**src/rtl/fpu_pkg.sv**
```systemverilog
// Shared RV32F issue-stage definitions: encodings, decode bundle and
// default write-back latency.
package fpu_pkg;

  localparam int REG_W      = 5;
  localparam int NREG       = 1 << REG_W;
  localparam int WB_LAT_DEF = 5;

  localparam logic [6:0] OPC_LOAD_FP  = 7'b0000111;
  localparam logic [6:0] OPC_STORE_FP = 7'b0100111;
  localparam logic [6:0] OPC_OP_FP    = 7'b1010011;

  localparam logic [2:0] F3_WORD = 3'b010;

  localparam logic [6:0] F7_FADD   = 7'b0000000;
  localparam logic [6:0] F7_FSUB   = 7'b0000100;
  localparam logic [6:0] F7_FMUL   = 7'b0001000;
  localparam logic [6:0] F7_FMV_WX = 7'b1111000;
  localparam logic [6:0] F7_FMV_XW = 7'b1110000;

  typedef struct packed {
    logic             reg_write;
    logic             is_load;
    logic             is_adsb;
    logic             is_sub;
    logic             is_mult;
    logic             is_itof;
    logic             use_rs1;
    logic             use_rs2;
    logic             illegal;
    logic [REG_W-1:0] rd;
    logic [REG_W-1:0] rs1;
    logic [REG_W-1:0] rs2;
  } fpu_dec_t;

endpackage

```
**src/rtl/fpu_inst_decode.sv**
```systemverilog
// Pure combinational RV32F decoder: op flags, FP source use and
// register fields.
module fpu_inst_decode
  import fpu_pkg::*;
(
  input  logic [31:0] inst,
  output fpu_dec_t    dec
);

  logic [6:0] opc;
  logic [6:0] f7;
  logic [2:0] f3;
  logic       op_fp;
  logic       word;

  assign opc   = inst[6:0];
  assign f7    = inst[31:25];
  assign f3    = inst[14:12];
  assign op_fp = (opc == OPC_OP_FP);
  assign word  = (f3 == F3_WORD);

  always_comb begin
    dec     = '0;
    dec.rd  = inst[11:7];
    dec.rs1 = inst[19:15];
    dec.rs2 = inst[24:20];
    unique case (1'b1)
      (opc == OPC_LOAD_FP) && word: begin
        dec.is_load   = 1'b1;
        dec.reg_write = 1'b1;
      end
      (opc == OPC_STORE_FP) && word: begin
        dec.use_rs2 = 1'b1;
      end
      op_fp && (f7 == F7_FADD): begin
        dec.is_adsb   = 1'b1;
        dec.reg_write = 1'b1;
        dec.use_rs1   = 1'b1;
        dec.use_rs2   = 1'b1;
      end
      op_fp && (f7 == F7_FSUB): begin
        dec.is_adsb   = 1'b1;
        dec.is_sub    = 1'b1;
        dec.reg_write = 1'b1;
        dec.use_rs1   = 1'b1;
        dec.use_rs2   = 1'b1;
      end
      op_fp && (f7 == F7_FMUL): begin
        dec.is_mult   = 1'b1;
        dec.reg_write = 1'b1;
        dec.use_rs1   = 1'b1;
        dec.use_rs2   = 1'b1;
      end
      op_fp && (f7 == F7_FMV_WX): begin
        dec.is_itof   = 1'b1;
        dec.reg_write = 1'b1;
      end
      op_fp && (f7 == F7_FMV_XW): begin
        dec.use_rs1 = 1'b1;
      end
      default: dec.illegal = 1'b1;
    endcase
  end

endmodule

```
**src/rtl/fpu_issue.sv**
```systemverilog
// FPU issue stage: per-register latency scoreboard, RAW stall and
// stall performance counter.
module fpu_issue
  import fpu_pkg::*;
#(
  parameter int unsigned WB_LAT = WB_LAT_DEF,
  parameter int unsigned CNT_W  = 32
) (
  input  logic             clk,
  input  logic             rst,
  input  logic [31:0]      inst,
  input  logic             inst_valid,
  output logic             stall,
  output logic             reg_write,
  output logic             is_load,
  output logic             is_adsb,
  output logic             is_sub,
  output logic             is_mult,
  output logic             is_itof,
  output logic             illegal,
  output logic [CNT_W-1:0] stall_cnt
);

  localparam int SB_W = $clog2(WB_LAT + 1);

  fpu_dec_t dec;

  logic [SB_W-1:0]  sb_q [NREG];
  logic [SB_W-1:0]  sb_d [NREG];
  logic [CNT_W-1:0] stall_cnt_q;
  logic [CNT_W-1:0] stall_cnt_d;

  logic hz1;
  logic hz2;
  logic live;
  logic issue;

  fpu_inst_decode u_dec (
    .inst (inst),
    .dec  (dec)
  );

  assign hz1   = dec.use_rs1 && (sb_q[dec.rs1] != '0);
  assign hz2   = dec.use_rs2 && (sb_q[dec.rs2] != '0);
  assign live  = inst_valid && !rst;
  assign stall = live && (hz1 || hz2);
  assign issue = live && !(hz1 || hz2) && !dec.illegal;

  assign illegal   = live && dec.illegal;
  assign reg_write = issue && dec.reg_write;
  assign is_load   = issue && dec.is_load;
  assign is_adsb   = issue && dec.is_adsb;
  assign is_sub    = issue && dec.is_sub;
  assign is_mult   = issue && dec.is_mult;
  assign is_itof   = issue && dec.is_itof;
  assign stall_cnt = stall_cnt_q;

  // The issue cycle is the first latency cycle, so the counter holds
  // the cycles still to wait; zero means the result can be read.
  always_comb begin
    for (int i = 0; i < NREG; i++) begin
      sb_d[i] = (sb_q[i] != '0) ? sb_q[i] - SB_W'(1) : '0;
    end
    if (reg_write) begin
      sb_d[dec.rd] = SB_W'(WB_LAT - 1);
    end
    stall_cnt_d = stall_cnt_q + CNT_W'(stall);
  end

  always_ff @(posedge clk or posedge rst) begin
    if (rst) begin
      for (int i = 0; i < NREG; i++) begin
        sb_q[i] <= '0;
      end
      stall_cnt_q <= '0;
    end else begin
      for (int i = 0; i < NREG; i++) begin
        sb_q[i] <= sb_d[i];
      end
      stall_cnt_q <= stall_cnt_d;
    end
  end

endmodule

```
**config.mk**
```make
export PLATFORM = sky130hd
export DESIGN_NAME = fpu_issue
export DESIGN_NICKNAME = d
export VERILOG_FILES = /design/src/rtl/fpu_pkg.sv /design/src/rtl/fpu_inst_decode.sv /design/src/rtl/fpu_issue.sv
export SDC_FILE = /design/constraint.sdc
export NUM_CORES = 1
export LEC_CHECK = 0
export CORE_MARGIN = 2
export CORE_UTILIZATION = 40
export DETAILED_ROUTE_END_ITERATION = 7
export HOLD_SLACK_MARGIN = 0.08
export PLACE_DENSITY_LB_ADDON = 0.25
export REMOVE_ABC_BUFFERS = 1
export SLEW_MARGIN = 0
export SYNTH_ARGS = -nofsm -noshare
export SYNTH_HDL_FRONTEND = slang
export SYNTH_SLANG_ARGS = --single-unit
```
**constraint.sdc**
```tcl
create_clock -name clk -period 8.15 [get_ports clk]
set_input_delay 1.63 -clock clk [delete_from_list [all_inputs] [get_ports clk]]
set_output_delay 1.63 -clock clk [all_outputs]
set_load 0.03 [all_outputs]
```
; Word level (Yosys, flattened, before mapping)
; Index checks and enable logic that the tools add are counted.
[totals]
elab_cells = 198
in_bits = 35
reg_bits = 128
output_inout_bits = 40
[classes]
eq_ne = 8
addsub = 33
n_mux = 50
bitwise = 6
n_reduce_logical = 64
magnitude_cmp = 4
[op_table]
columns = op, n
row1 = $mux W3, 37
row2 = $reduce_bool A3 Y1, 34
row3 = $mux W96, 1
row4 = $sub A3 B1 Y3 const B, 32
row5 = $and A64 B64 Y64, 1
row6 = $not A64 Y64, 1
row7 = $add A32 B1 Y32, 1
row8 = $or A32 B32 Y32, 1
row9 = $bmux W3 S5, 2
row10 = $eq A7 B7 Y1 const B, 3
row11 = $logic_and A1 B1 Y1, 21
row12 = $ge A6 B6 Y1 const B, 3
row13 = $not A5 Y6, 3
row14 = $demux W3 S5, 1
row15 = $eq A7 B3 Y1 const B, 2
row16 = $mux W1, 9
row17 = $reduce_or A4 Y1, 2
row18 = $eq A7 B4 Y1 const B, 1
row19 = $eq A7 B6 Y1 const B, 1
row20 = $logic_not A7 Y1, 1
row21 = $reduce_or A7 Y1, 1
row22 = $lt A6 B1 Y1 const B, 1
row23 = $reduce_or A5 Y1, 1
row24 = $eq A3 B2 Y1 const B, 1
row25 = 3 further kinds, 4

; Logic depth before layout (Yosys ltp)
; Gate-level depths: netlist of run 1.
[logic_depth]
word_depth = 12
depth_mapped = 20
mapped_depth_nobuf = 16

; Cells and area by module
; A second synthesis of run 1 with hierarchy kept.
[unflattened]
cells_unflattened = 837
area_unflattened_um2 = 8017.7
[modules_own_cells]
columns = mod, instances, cells_each, seq_area_each_um2, area_each_um2
row1 = fpu_issue, 1, 794, 3203.1, 7716.2
row2 = fpu_inst_decode, 1, 43, 0.0, 301.5

; Worst setup path after synthesis of run 1
; OpenSTA, ideal clock, no wires.
[synth_timing]
kind = input port to output port
from = input rst
to = output is_sub
n_path_buf = 0
stages = 4
t_arrival_ns = 5.640
t_required_ns = 6.520
path_slack_ns = 0.880
cell_sequence = inv_1 nand2_1 nor4_1 and3_1
[synth_via]
elab_chain_len = 5
[synth_rtl]
columns = item, line_no
row1 = from (decl), fpu_issue.sv:10  ; input logic rst,
row2 = $logic_not A1 Y1 (no source line), -
row3 = $logic_and A1 B1 Y1, fpu_issue.sv:45  ; assign live = inst_valid && !rst;
row4 = $logic_and A1 B1 Y1 (2 in series), fpu_issue.sv:47  ; assign issue = live && !(hz1 || hz2) && !dec.illegal;
row5 = $logic_and A1 B1 Y1, fpu_issue.sv:53  ; assign is_sub = issue && dec.is_sub;
row6 = to (decl), fpu_issue.sv:17  ; output logic is_sub,
; No other way between the ends.

; Worst setup path after layout of run 1
[layout_timing]
from = input inst[16]
to = output stall
[layout_via]
elab_chain_len = 8
[layout_rtl]
columns = item, line_no
row1 = from (decl), fpu_issue.sv:11  ; input logic [31:0] inst,
row2 = $not A5 Y6 (implied by the code), fpu_issue.sv:43  ; assign hz1 = dec.use_rs1 && (sb_q[dec.rs1] != '0);
row3 = $bmux W3 S5, fpu_issue.sv:43
row4 = $mux W3 (implied by the code) (2 in series), fpu_issue.sv:43
row5 = $reduce_bool A3 Y1, fpu_issue.sv:43
row6 = $logic_and A1 B1 Y1, fpu_issue.sv:43
row7 = $logic_or A1 B1 Y1, fpu_issue.sv:46  ; assign stall = live && (hz1 || hz2);
row8 = $logic_and A1 B1 Y1, fpu_issue.sv:46
row9 = to (decl), fpu_issue.sv:13  ; output logic stall,
; No other way between the ends. The select of a mux whose other input is x is not followed.

==> qor.csv, run 1 <==
stage,metric,value,unit
setup_path,max_stage_delay,1150,ps
route,first_pass_iters,7,
setup_path,critPathLaunch,inst[16],
sta,fin_skew,18.0,ps
sta,min_period_over_period,81.2,%
logic_synthesis,synth_edf_count,0,
logic_synthesis,yosys.area.top_type,dfrtp_1,
logic_synthesis,synth_area_leaders,"dfrtp_1 43%, ha_1 11%, a21oi_1 5.0%",
job,cap_violations,0,
logic_synthesis,synth_ff_type,dfrtp_1,
power,peakVddDrop,136,µV
cells_and_area,regArea,0.00320,mm²
cells_and_area,drive_gt1_share,11.3,%
placement,hpwlAfterDp,12500,µm
floorplan,die-area,0.0199,mm²
route,num_vias,5730,
logic_synthesis,ys_types,56,
placement,placed_area,0.00847,mm²
worst_hold_path,hp-class,reg2reg,
clock_network,clock-sinks,128,
setup_path,r2r_start,sb_q[21],
placement,routabilityCongestion,0.818,
global_route,first_global_vias,5658,
sta,drv_slew,0,
setup_path,cp-start-kind,primary input,
floorplan,fp.dieW,141,µm
setup_path,r2r_setup_slack,4060,ps
setup_path,crit_type,in2out,
clock_network,clockBufferDepth,2,
setup_path,end_kind,output port,
logic_synthesis,yosysTopAreaCellShare,42.5,%
sta,relSlewSlack,30.3,%
sta,rsz0062_at_grt,no,
setup_path,crit_path_frequent_cell,clkdlybuf4s50_1,
cells_and_area,finalNetCount,923,
setup_path,required,6520,ps
global_route,track_usage,18.6,%
cells_and_area,syn2layout_area_growth,20.2,%
clock_network,cts_setup_buffers,0,
clock_network,clockRootBuffer,clkbuf_16,
route,drcViolationCount,0,
logic_synthesis,avgSynthCellArea,10.1,µm²
outcome,run_status,completed,
sta,fin_crit,6620,ps
placement,io_buffers,74,
route,ant_nets,0,
clock_network,clkTransAtPathRegs,50,ps
floorplan,core,0.0186,mm²
sta,hold_slack,449,ps
cells_and_area,fillCellCount,1707,
sta,setup_viol,0,
cells_and_area,multi_input_area,0.00391,mm²
sta,fin_tns_setup,0,ps
clock_network,clock_latency,420,ps
setup_path,critPathArrivalTime,4990,ps
cells_and_area,diodes,0,
power,leakage,4.65,nW
floorplan,initial_core_util,40.5,%
setup_path,cp_cell_sequence,clkdlybuf4s50_1 -> mux4_2 -> a21oi_1 -> o221a_2 -> o31ai_1 -> a21oi_4 -> nor2_1 -> clkdlybuf4s50_1,
logic_synthesis,synth_cells,747,
clock_network,cts_made_buffers,17,
sta,hold_viol,0,
route,wl_per_cell,16.8,µm
cells_and_area,postLayoutCellArea,0.00905,mm²
floorplan,std_cell_rows,50,
logic_synthesis,async_flop_share,100,%
power,pwr_density_cell,161,mW/mm²
clock_network,cts_tree,built,
clock_network,h-tree-depth,4,
route,wl,17900,µm
sta,worst_pin_slew,1040,ps
setup_path,cpMaxStageDelayCell,clkdlybuf4s50_1,
setup_path,cp_max_fo,28,
global_route,overflow,0,
clock_network,holdBufCountCts,0,
global_route,antenna_found_initial,0,
setup_path,critPathCapture,stall,
logic_synthesis,yosys_warnings,0,
global_route,grt_max_degree,67,
route,drt_iter0_drc,410,
clock_network,cts.repair.resized,0,
route,via_per_inst,5.36,
logic_synthesis,synth_area,0.00753,mm²
global_route,grt_pass1_wl,29400,µm
floorplan,boundaryPins,75,
sta,max_freq,0.151,GHz
setup_path,reg2reg_to,stall_cnt[31],
logic_synthesis,synth-seq-cells,128,
logic_synthesis,synth-seq-area-share,42.5,%
setup_path,r2r_cells,15,
floorplan,die_y,141,µm
[synthesized netlist by cell type (all sizes together), types with 3 or more instances]
cell and instances:
o31ai 5, nor2 27, nor4b 3, dfrtp 128, a31oi 3, xnor2 23
ha 66, a311oi 3, inv 73, nand2 22, nor3b 6, nand4 5
o22ai 3, and4 6, nor3 27, or2 22, a211oi 37, nor4 15
buf 20, and2 37, nand2b 3, a2111oi 5, a21o 32, mux4 5
a21oi 76, a221oi 3, xor2 7, and3 45, clkbuf 5, nand3 12
[cell families (layout without fill, tap and decap cells)]
kind of cell             Yosys count  after routing  synth area share (%)
AO/OA/AOI/OAI                    179            179                  17.3
XOR/XNOR                          30             30                  3.49
adder cells (fa/ha/maj)           66             66                  11.0
buffers and inverters             98            186                  5.70
flip-flops                       128            128                  42.5
multiplexers                       6              6                  1.64
AND/OR/NAND/NOR                  240            240                  18.3
[sequential cells by signal (all words and copies together), names as in the netlist]
register,count
sb_q,96
stall_cnt,32
[layout by cell type (no fill, tap or decap), types with 3 or more instances in the layout]
cell type | Yosys | layout
mux4_2 | 5 | 5
nand4_1 | 5 | 5
xnor2_1 | 23 | 23
clkinvlp_4 | 0 | 3
clkdlybuf4s50_1 | 0 | 74
xor2_1 | 7 | 7
nor3b_1 | 6 | 6
nor4_1 | 15 | 15
clkinv_2 | 0 | 4
nand2b_1 | 3 | 3
a311oi_1 | 3 | 3
o31ai_1 | 5 | 5
nor2_1 | 27 | 27
clkbuf_16 | 0 | 17
or2_2 | 20 | 20
buf_4 | 4 | 7
a221oi_1 | 3 | 3
o22ai_1 | 3 | 3
and4_1 | 6 | 6
a211oi_1 | 12 | 12
inv_1 | 73 | 72
a211oi_2 | 25 | 25
a2111oi_0 | 4 | 4
a21o_1 | 32 | 32
nand3_1 | 12 | 12
dfrtp_1 | 128 | 128
a31oi_1 | 3 | 3
ha_1 | 66 | 66
and3_1 | 45 | 45
a21oi_1 | 75 | 75
nor4b_1 | 3 | 3
nor3_1 | 27 | 27
and2_1 | 36 | 36
nand2_1 | 21 | 21
[worst min path at each step]
| stage | start | end | slack [ps] | depth (start not counted) |
|---|---|---|---|---|
| after floorplan | sb_q[12] | sb_q[12] | 420 | 1 |
| after global placement | sb_q[3] | sb_q[3] | 440 | 1 |
| after detailed placement | sb_q[18] | sb_q[18] | 450 | 1 |
| after CTS | sb_q[18] | sb_q[18] | 450 | 1 |
| after global routing | sb_q[18] | sb_q[18] | 470 | 1 |
| final | sb_q[18] | sb_q[18] | 450 | 1 |
[worst max-delay path: cells and delay by family]
kind | cells | cell delay [ps]
compound gates | 4 | 950
buf+inv | 2 | 1850
mux | 1 | 370
simple gates | 1 | 170
[final cells by class]
class                           count  area share (%)
Clock buffer                       19            4.89
Inverter                           73            3.05
Multi-Input combinational cell    521            43.2
Timing Repair Buffer               81            8.76
Sequential cell                   128            35.4
Clock inverter                     13            1.52
Tap cell                          234            3.23
[layer usage]
metal / vias to the layer above / wire, µm / global-route usage, % / part of all wire, %
li1: 2788 / - / - / -
met1: 2824 / 8400 / 24.9 / 47
met2: 101 / 8600 / 30.3 / 48
met3: 17 / 639 / 4.08 / 3.6
met4: 0 / 276 / 5.32 / 1.5
met5: - / 0 / 0 / 0
[through the flow]
| step | utilization [%] | setup slack, ps | instances | power (mW) |
|---|---|---|---|---|
| floorplan | - | 801 | 722 | 0.680 |
| global placement | 45.6 | 1640 | 1037 | 0.722 |
| detailed placement | 45.6 | 1560 | 1037 | 0.722 |
| CTS | 48.7 | 1540 | 1069 | 1.48 |
| global route | 48.7 | 1290 | 1069 | 1.51 |
| finish | 48.7 | 1530 | 1069 | 1.46 |
[report_power, final]
| part | switching [mW] | internal [mW] | total [mW] |
|---|---|---|---|
| clock network | 0.290 | 0.458 | 0.748 |
| logic | 0.0446 | 0.0290 | 0.0737 |
| registers | 0.000361 | 0.636 | 0.636 |
| total | 0.335 | 1.12 | 1.46 |
(Power assumes the default switching activity.)
==> run 2: changes to the inputs <==
==> constraint.sdc (replaced) <==
create_clock -name clk -period 6.15 [get_ports clk]
set_input_delay 1.23 -clock clk [delete_from_list [all_inputs] [get_ports clk]]
set_output_delay 1.23 -clock clk [all_outputs]
set_load 0.03 [all_outputs]
==> run 2 against run 1 <==
Net effect: register-to-register slack worse by 1700 ps; setup slack worse by 1200 ps; sequential power is 33% higher; critical path depth is 3 higher; global-route usage is 0.43 points higher; cell count is 0.37% higher; sequential share of layout area is 0.28 points lower; highest routed layer unchanged.
==> qor.csv, run 2 (same netlist as run 1, synthesis figures left out) <==
stage,metric,value,unit
route,via_per_inst,5.36,
floorplan,die-area,0.0199,mm²
power,pwr_density_cell,221,mW/mm²
cells_and_area,postLayoutCellArea,0.00913,mm²
placement,placed_area,0.00850,mm²
placement,hpwlAfterDp,12700,µm
setup_path,critPathArrivalTime,4540,ps
clock_network,cts_made_buffers,17,
global_route,grt_max_degree,78,
floorplan,die_y,141,µm
cells_and_area,largest_reg_flops,96,
cells_and_area,diodes,0,
sta,hold_viol,0,
clock_network,h-tree-depth,4,
power,power.total,2.02,mW
sta,relSlewSlack,23.9,%
floorplan,boundaryPins,75,
sta,fin_skew,10.4,ps
sta,max_freq,0.173,GHz
cells_and_area,layout_commonest_cell,dfrtp_1,
cells_and_area,finalNetCount,928,
placement,place_inst,1042,
clock_network,cts_tree,built,
clock_network,clock_latency,430,ps
route,drt_iter0_drc,366,
setup_path,end_kind,output port,
worst_hold_path,hp-class,reg2reg,
clock_network,cts.repair.resized,0,
power,leakage,4.70,nW
global_route,first_global_vias,5836,
route,drcViolationCount,0,
route,first_pass_iters,5,
setup_path,crit_type,in2out,
clock_network,clockBufferDepth,2,
placement,io_buffers,74,
setup_path,cp-start-kind,primary input,
setup_path,cp_max_fo,51,
placement,routabilityCongestion,0.832,
cells_and_area,drive_gt1_share,12.3,%
cells_and_area,syn2layout_area_growth,21.2,%
clock_network,cts_setup_buffers,0,
floorplan,fp.dieW,141,µm
clock_network,clockRootBuffer,clkbuf_16,
outcome,run_status,completed,
global_route,track_usage,19.0,%
route,ant_nets,0,
global_route,antenna_found_initial,0,
setup_path,required,4920,ps
sta,min_period_over_period,93.9,%
sta,rsz0062_at_grt,no,
floorplan,core,0.0186,mm²
clock_network,clkTransAtPathRegs,60,ps
clock_network,holdBufCountCts,0,
route,num_vias,5753,
sta,worst_pin_slew,1140,ps
clock_network,clock-sinks,128,
cells_and_area,layout_common_cells,"128 x dfrtp_1, 75 x a21oi_1, 72 x inv_1, 70 x clkdlybuf4s50_1, 66 x ha_1",
sta,setup_viol,0,
cells_and_area,utilization,49.1,%
cells_and_area,post_layout_nonfiller_instances,1073,
power,peakVddDrop,191,µV
sta,drv_slew,0,
global_route,overflow,0,
route,wl_per_cell,16.8,µm
floorplan,std_cell_rows,50,
sta,fin_crit,5770,ps
cells_and_area,top_register,sb_q,
floorplan,initial_core_util,40.5,%
route,wl,18000,µm
global_route,grt_pass1_wl,29900,µm
sta,fin_tns_setup,0,ps
job,cap_violations,0,
-- run 2: layer usage --
| metal | track usage, % | vias to the layer above | wire length, µm |
|---|---|---|---|
| met5 | 0 | - | 0 |
| met4 | 6.21 | 0 | 410 |
| met3 | 3.97 | 22 | 672 |
| met2 | 31.5 | 86 | 8720 |
| met1 | 24.9 | 2840 | 8220 |
| li1 | - | 2805 | - |
-- run 2: area by class of cell --
| class | count | area (µm²) |
|---|---|---|
| multi-input combinational | 521 | 3910 |
| clock inverter | 13 | 186 |
| timing repair buffer | 86 | 821 |
| inverter | 73 | 277 |
| tap | 234 | 293 |
| sequential | 128 | 3200 |
| fill | 1696 | 9460 |
| clock buffer | 18 | 439 |
-- run 2: path summary, 6_finish.rpt --
kind | startpoint | cells after the start | endpoint | slack, ps
worst max register to register | sb_q[0] | 14 | stall_cnt[26] | 2320
worst max-delay path | inst[21] | 11 | reg_write | 380
worst min register to register | sb_q[12] | 1 | sb_q[12] | 450
min in group asynchronous | rst | 3 | stall_cnt[18] | 1500
max in group asynchronous | rst | 4 | sb_q[32] | 3310
worst min-delay path | sb_q[12] | 1 | sb_q[12] | 450
-- run 2: where the power goes --
part | switching [mW] | internal [mW] | total, mW
Sequential | 0.000480 | 0.843 | 0.843
Clock | 0.389 | 0.687 | 1.08
Combinational | 0.0601 | 0.0400 | 0.100
-- run 2: stage by stage --
stage | worst slack [ps] | hold WS, ps
global route | 142 | 473
floorplan | -730 | 422
finish | 377 | 452
global placement | 496 | 446
CTS | 382 | 454
detailed placement | 420 | 441
-- run 2: worst max-delay path: stages --
cell and delay, ps:
clkdlybuf4s50_1 720, buf_4 350, nor4_1 220, a211oi_1 90, or4_1 480, o2bb2ai_1 200, a2111oi_2 120, a21oi_4 180
buf_4 540, and3_1 250, buf_4 160
